==> config.mk <==
export PLATFORM = sky130hd
export DESIGN_NAME = srff_from_jkff_bank
export DESIGN_NICKNAME = d
export VERILOG_FILES = /design/src/rtl/srff_from_jkff_bank.sv
export SDC_FILE = /design/constraint.sdc
export NUM_CORES = 1
export LEC_CHECK = 0
export ABC_CLOCK_PERIOD_IN_PS = 4500
export BUFFER_PORTS_ARGS = -buffer_cell sky130_fd_sc_hd__buf_2
export CORE_UTILIZATION = 55
export DETAILED_ROUTE_END_ITERATION = 12
export PLACE_DENSITY = 0.9
export SLEW_MARGIN = 30
export SYNTH_ARGS = -nofsm -noshare
export SYNTH_HDL_FRONTEND = slang
export SYNTH_SLANG_ARGS = --single-unit
==> constraint.sdc <==
create_clock -name clk -period 4.5 [get_ports clk]
set_input_delay 0.225 -clock clk [delete_from_list [all_inputs] [get_ports clk]]
set_output_delay 0.225 -clock clk [all_outputs]
set_load 0.02 [all_outputs]
==> src/rtl/srff_from_jkff_bank.sv <==
// rtl/srff_from_jkff_bank.sv - SR-command register bank built from JK cells with forbidden-input accounting
// Optional build macro: SRFF_SET_DOMINANT_EN (s=r=1 becomes a legal set, error tracking tied off).
module srff_from_jkff_bank #(
    parameter int WIDTH     = 8,
    parameter int ERR_CNT_W = 4
) (
    input  logic                 clk,
    input  logic                 rst_n,
    input  logic                 cmd_valid,
    output logic                 cmd_ready,
    input  logic [WIDTH-1:0]     s,
    input  logic [WIDTH-1:0]     r,
    input  logic                 err_clr,
    output logic [WIDTH-1:0]     q,
    output logic                 busy,
    output logic                 illegal_flag,
    output logic [WIDTH-1:0]     illegal_bits,
    output logic [ERR_CNT_W-1:0] illegal_cnt
);

    typedef enum logic [1:0] {
        IDLE  = 2'd0,
        APPLY = 2'd1,
        ERROR = 2'd2
    } state_t;

    state_t           state;
    state_t           state_next;
    logic [WIDTH-1:0] s_l;
    logic [WIDTH-1:0] r_l;
    logic [WIDTH-1:0] j;
    logic [WIDTH-1:0] k;

`ifdef SRFF_SET_DOMINANT_EN
    assign j = s_l;
    assign k = r_l & ~s_l;
`else
    logic [WIDTH-1:0] ill;
    assign ill = s_l & r_l;
    assign j   = s_l & ~r_l;
    assign k   = r_l & ~s_l;
`endif

    // Conversion must never present a JK toggle to any cell.
    always_comb begin
        assert ((j & k) == '0);
    end

    assign cmd_ready = (state == IDLE);
    assign busy      = (state != IDLE);

    always_comb begin
        state_next = state;
        case (state)
            IDLE:    if (cmd_valid) state_next = APPLY;
`ifdef SRFF_SET_DOMINANT_EN
            APPLY:   state_next = IDLE;
`else
            APPLY:   state_next = (ill != '0) ? ERROR : IDLE;
`endif
            ERROR:   if (err_clr) state_next = IDLE;
            default: state_next = IDLE;
        endcase
    end

    always_ff @(posedge clk or negedge rst_n) begin
        if (!rst_n) begin
            state <= IDLE;
            s_l   <= '0;
            r_l   <= '0;
            q     <= '0;
        end else begin
            state <= state_next;
            if (state == IDLE && cmd_valid) begin
                s_l <= s;
                r_l <= r;
            end
            if (state == APPLY) begin
                q <= (j & ~q) | (~k & q);
            end
        end
    end

`ifdef SRFF_SET_DOMINANT_EN
    assign illegal_flag = 1'b0;
    assign illegal_bits = '0;
    assign illegal_cnt  = '0;
`else
    always_ff @(posedge clk or negedge rst_n) begin
        if (!rst_n) begin
            illegal_flag <= 1'b0;
            illegal_bits <= '0;
            illegal_cnt  <= '0;
        end else begin
            if (state == APPLY && ill != '0) begin
                // A coincident err_clr drops history but the fresh illegal bits still register.
                illegal_flag <= 1'b1;
                illegal_bits <= err_clr ? ill : (illegal_bits | ill);
                if (illegal_cnt != '1) begin
                    illegal_cnt <= illegal_cnt + 1'b1;
                end
            end else if (err_clr) begin
                illegal_flag <= 1'b0;
                illegal_bits <= '0;
            end
        end
    end
`endif

endmodule

-- Word-level counts from Yosys, hierarchy flattened
Cells that the tools add are included.
- $add $sub $neg: 1
- eq/ne operators: 5
- muxes and demuxes: 9
- bitwise operators: 11
- reduce and logical (&&, ||, !) cells: 8
- operator list (kind ; number):
    bitwise AND 8 bit ; 5
    NOT 8 bit ; 4
    two-way mux 8 bit ; 3
    OR 8 bit ; 2
    nonzero test 8 bit ; 1
    two-way mux 2 bit ; 3
    case mux 2 bit (3 select lines) ; 1
    adder 4 x 1 -> 4 bit (second input constant) ; 1
    inequality test 2 bit (second input constant) ; 2
    inequality test 4 bit (second input constant) ; 1
    AND reduction 2 bit ; 2
    nonzero test 2 bit ; 2
    equality test 2 x 1 -> 1 bit (second input constant) ; 1
    equality test 2 bit (second input constant) ; 1
    logical AND 1 bit ; 2
    zero test 2 bit ; 1
    two-way mux 1 bit ; 2
- bits in registers: 39
- input bits: 20

-- Depth between registers and ports, before layout
- depth in word-level cells: 5
- gate-level depth with buffers: 6

-- Worst setup path after synthesis
OpenSTA, ideal clock, no wires.
- path kind: flip-flop to flip-flop
- start point: register state[1]
- end point: register r_l[5]
- setup time: 125 ps
- data arrival time: 1549 ps
- required time: 4375 ps
- setup slack: 2827 ps
- stages on the path, launching flop included: 6
- period minus slack after synthesis: 1673 ps
- cell sequence: dfrtp_1 -> nor2_1 -> and2_1 -> buf_4 -> buf_4 -> mux2_2
- longest elaborated chain between the ends: 2
- ends and longest elaborated chain (item ; RTL line ; RTL):
    from (decl) ; 27 ; state_t state;
    from (signal assigned) ; 73 ; state <= state_next;
    zero test 2 bit ; -- ;
    via cmd_ready ; 10 ; output logic cmd_ready,
    logical AND 1 bit ; 74 ; if (state == IDLE && cmd_valid) begin
    to (signal assigned) ; 76 ; r_l <= r;
    to (decl) ; 30 ; logic [WIDTH-1:0] r_l;
The timed path passes the listed nets, and every way through them passes these cells.
A chain may end at the register's enable or synchronous reset.

-- Worst setup path after layout
- start point: register state[1]
- end point: register s_l[2]
- longest elaborated chain between the ends: 2
- ends and longest elaborated chain (item ; RTL line ; RTL):
    zero test 2 bit ; 74 ;
    logical AND 1 bit ; 74 ;
    to (signal assigned) ; 75 ; s_l <= s;
    to (decl) ; 29 ; logic [WIDTH-1:0] s_l;
No other way between the ends.

==> impl_metrics.py <==
metrics = {
    "power_and_ir_drop": {
        "ir_drop_mv": 0.524,
        "power_switching_share_pct": 41.8,
        "intPower_mw": 0.816,
        "p_seq_share_pct": 47.5,
        "total_leakage_power_nw": 0.903,
        "power_per_cell_area_nw_per_um2": 737,
        "net-switching-power_mw": 0.585,
        "power_frac_comb_pct": 40.2,
        "totalPowerFinal_mw": 1.40,
        "power.share.clock_pct": 12.2,
    },
    "clocking": {
        "cts.repair_timing.setup_buffer_count": 0,
        "numCtsBuffers": 5,
        "cts_sinks": 39,
        "clock-root-buffer": "sky130_fd_sc_hd__clkbuf_4",
        "cts_tree": "done",
        "skew_pair_late_insertion_delay_ps": 350,
        "h-tree-depth": 2,
        "cts_buffer_depth": 2,
        "cts.reportedPaths.clkPinSlew_ps": 110,
    },
    "sta": {
        "setup-tns-final_ps": 0,
        "final.min_clock_period_ps": 1750,
        "fmaxAchievable_ghz": 0.571,
        "timing_max_transition_violations_final": 0,
        "worst_clock_skew_ps": 8.87,
        "rsz0062_at_grt": "false",
        "max_slew_margin_pct": 50.1,
        "timing_worst_slew_pin_value_ps": 748,
        "finalHoldViolCount": 0,
        "min_period_over_period_pct": 38.9,
        "worst_hold_slack_ps": 96.6,
        "setup-violations-final": 0,
    },
    "synth": {
        "synth-compound-area-share_pct": 13.4,
        "yosysUniqueCellTypes": 26,
        "synth-seq-area-share_pct": 60.2,
        "netlist_instances": 131,
        "async_reset_ff_share_pct": 100,
        "yosys-mux-area-fraction_pct": 12.5,
        "postSynth.topFlopCell": "sky130_fd_sc_hd__dfrtp_1",
        "area_share_of_the_leading_cell_type_in_the_synthesized_netlist_pct": 60.2,
        "number_of_enable_type_register_cells_in_the_synthesized_netlist": 0,
        "synth.largest_area_cell": "sky130_fd_sc_hd__dfrtp_1",
        "yosys_warnings": 0,
        "synth_top_family_by_area": "compound AO/OA/AOI/OAI gates",
        "syn_area_per_cell_sq_um": 12.4,
        "number_of_nets_produced_by_synthesis": 152,
        "synth_area_sq_um": 1620,
        "synth_fa_ha_area_share_pct": 0.772,
        "synthSimpleGateAreaFrac_pct": 9.96,
        "synth_top_cells_by_area": "sky130_fd_sc_hd__dfrtp_1, sky130_fd_sc_hd__mux2_2, sky130_fd_sc_hd__nand2_1",
        "synth.ff_latch_count": 39,
        "xor_xnor_share_of_the_synthesized_area_pct": 0.541,
    },
    "setup_path": {
        "critical-path-slowest-cell": "sky130_fd_sc_hd__and2_1",
        "critPathMaxStageDelay_ps": 640,
        "startpoint_type": "register",
        "cp_cell_sequence": "nor2_1 -> and2_1 -> mux2_2",
        "reg2reg_depth": 3,
        "worst_setup_path_end_kind": "register",
        "path_max_fanout": 17,
        "timing.critical_path.arrival_ps": 2000,
        "criticalPathCategory": "register to register",
        "worstPathRequired_ps": 4750,
    },
    "routing": {
        "drt_iter0_drc": 38,
        "drt.antenna.violating_nets": 0,
        "totalWireLength_mm": 3.19,
        "wl_per_instance_microns": 15.3,
        "detailedRoute.firstPassIterationCount": 4,
        "dr_total_vias": 1199,
        "post-route-drc-count": 0,
        "route.detailed.vias_per_inst": 5.76,
    },
    "die": {
        "initial_core_util_pct": 58.3,
        "chipWidth_microns": 56.3,
        "pin_count": 43,
        "chipHeight_microns": 56.3,
        "floorplan_row_count": 19,
        "core_region_area_sq_um": 2780,
        "floorplan.die_area_sq_um": 3170,
    },
    "grt": {
        "grt_pass1_wl_mm": 5.44,
        "grt_use_met1_pct": 27.9,
        "grtUsageMet3_pct": 8.53,
        "global_route.overflow_total": 0,
        "first_global_vias": 1197,
        "globalRouteTotalUtil_pct": 23.3,
        "gr-max-usage-layer": "met2",
        "grt_max_degree": 40,
        "antenna_found_initial": 0,
        "use_met2_pct": 37.6,
    },
    "cells_and_area": {
        "stdcell_count": 208,
        "num_antenna_cells": 0,
        "flow.area_growth_from_synthesis_pct": 17.2,
        "commonest_non_fill_non_tap_cell_in_the_layout": "sky130_fd_sc_hd__buf_2",
        "num-nets-final": 197,
        "fin_area_sq_um": 1900,
        "final_cell_mix": "sky130_fd_sc_hd__buf_2, sky130_fd_sc_hd__dfrtp_1, sky130_fd_sc_hd__nand2_1",
        "post_route_cells_drive_above_1_share_pct": 40.1,
    },
    "place": {
        "post-dp-hpwl_mm": 2.23,
        "buffer_ports.inserted": 42,
        "placedInstanceArea_sq_um": 1830,
        "gp_congestion": 0.752,
        "placed_cells_incl_taps": 199,
    },
    "hold_path": {
        "cells_on_worst_hold_path": 2,
        "min-delay-path-class": "primary input to register",
    },
    "run_status": {
        "run_status": "finished, final reports clean",
    },
    "flow_run": {
        "max_cap_violations": 0,
    },
}
[logic make-up (layout without fill, tap and decap cells)]
group,after synthesis,after routing
muxes,18,18
DFF,39,39
xor gates and xnor gates,1,1
buffers and inverters,7,53
and+or+nand+nor,38,38
AOI/OAI and AO/OA,27,27
adders and majority gates,1,1
[worst paths after layout]
path	startpoint	to	slack, ps
max	state[1]$_DFFE_PN0P_	s_l[2]$_DFFE_PN0P_	2750
min	s[0]	s_l[0]$_DFFE_PN0P_	100
max reg2reg	state[1]$_DFFE_PN0P_	s_l[2]$_DFFE_PN0P_	2750
min reg2reg	q[0]$_DFFE_PN0N_	q[0]$_DFFE_PN0N_	500
max in group asynchronous	rst_n	illegal_cnt[1]$_DFFE_PN0P_	3790
min in group asynchronous	rst_n	illegal_bits[6]$_DFFE_PN0P_	360
[final cells by class]
type                       instances  area [sq um]
clock buffer                       5          37.5
clock inverter                     3          15.0
fill                             215           882
inverter                           2          7.51
multi-input combinational         85           602
sequential                        39           976
tap                               31          38.8
timing repair buffer              43           223
[Yosys cell counts, drive strengths merged, types with 2 or more instances]
master / n
nand2b: 2
nand2: 22
nor2: 9
a22oi: 4
a21oi: 2
buf: 4
o21ai: 9
mux2: 18
a21o: 2
a32o: 8
dfrtp: 39
[critical path, delay by kind of cell, from the launching register on]
family,cells,cell delay (ps)
multiplexers,1,420
AND/OR/NAND/NOR,2,810
flip-flops,1,420
[power by group through the flow]
stage	registers (mW)	clock network (mW)	logic [mW]
global route	0.688	0.193	0.619
floorplan	0.741	0	0.317
detailed placement	0.668	0	0.568
finish	0.666	0.171	0.563
CTS	0.662	0.179	0.570
global placement	0.652	0	0.542
[registers in the layout (all words and copies together) (netlist names)]
register and flops:
illegal_bits 8, illegal_cnt 4, illegal_flag 1, q 8
r_l 8, s_l 8, state 2
[per-stage QoR]
step,setup WS (ps),util (%)
2_1_floorplan,2830,-
3_3_place_gp,2840,65.9
3_5_place_dp,2760,65.9
4_1_cts,2750,68.2
5_1_grt,2610,68.3
6_report,2750,68.3
[routing by layer]
metal	wire length [microns]	up-vias	part of all wire (%)
li1	-	562	-
met1	1270	582	40
met2	1610	43	50
met3	208	12	6.5
met4	97	0	3.0
met5	0	-	0
[timing repair]
item,in CTS,in global routing
hold endpoints to repair,39,0
endpoints found under the setup margin,0,0
hold buffers,1,0
resized for setup,0,0
Power figures use the tool's default switching activity.
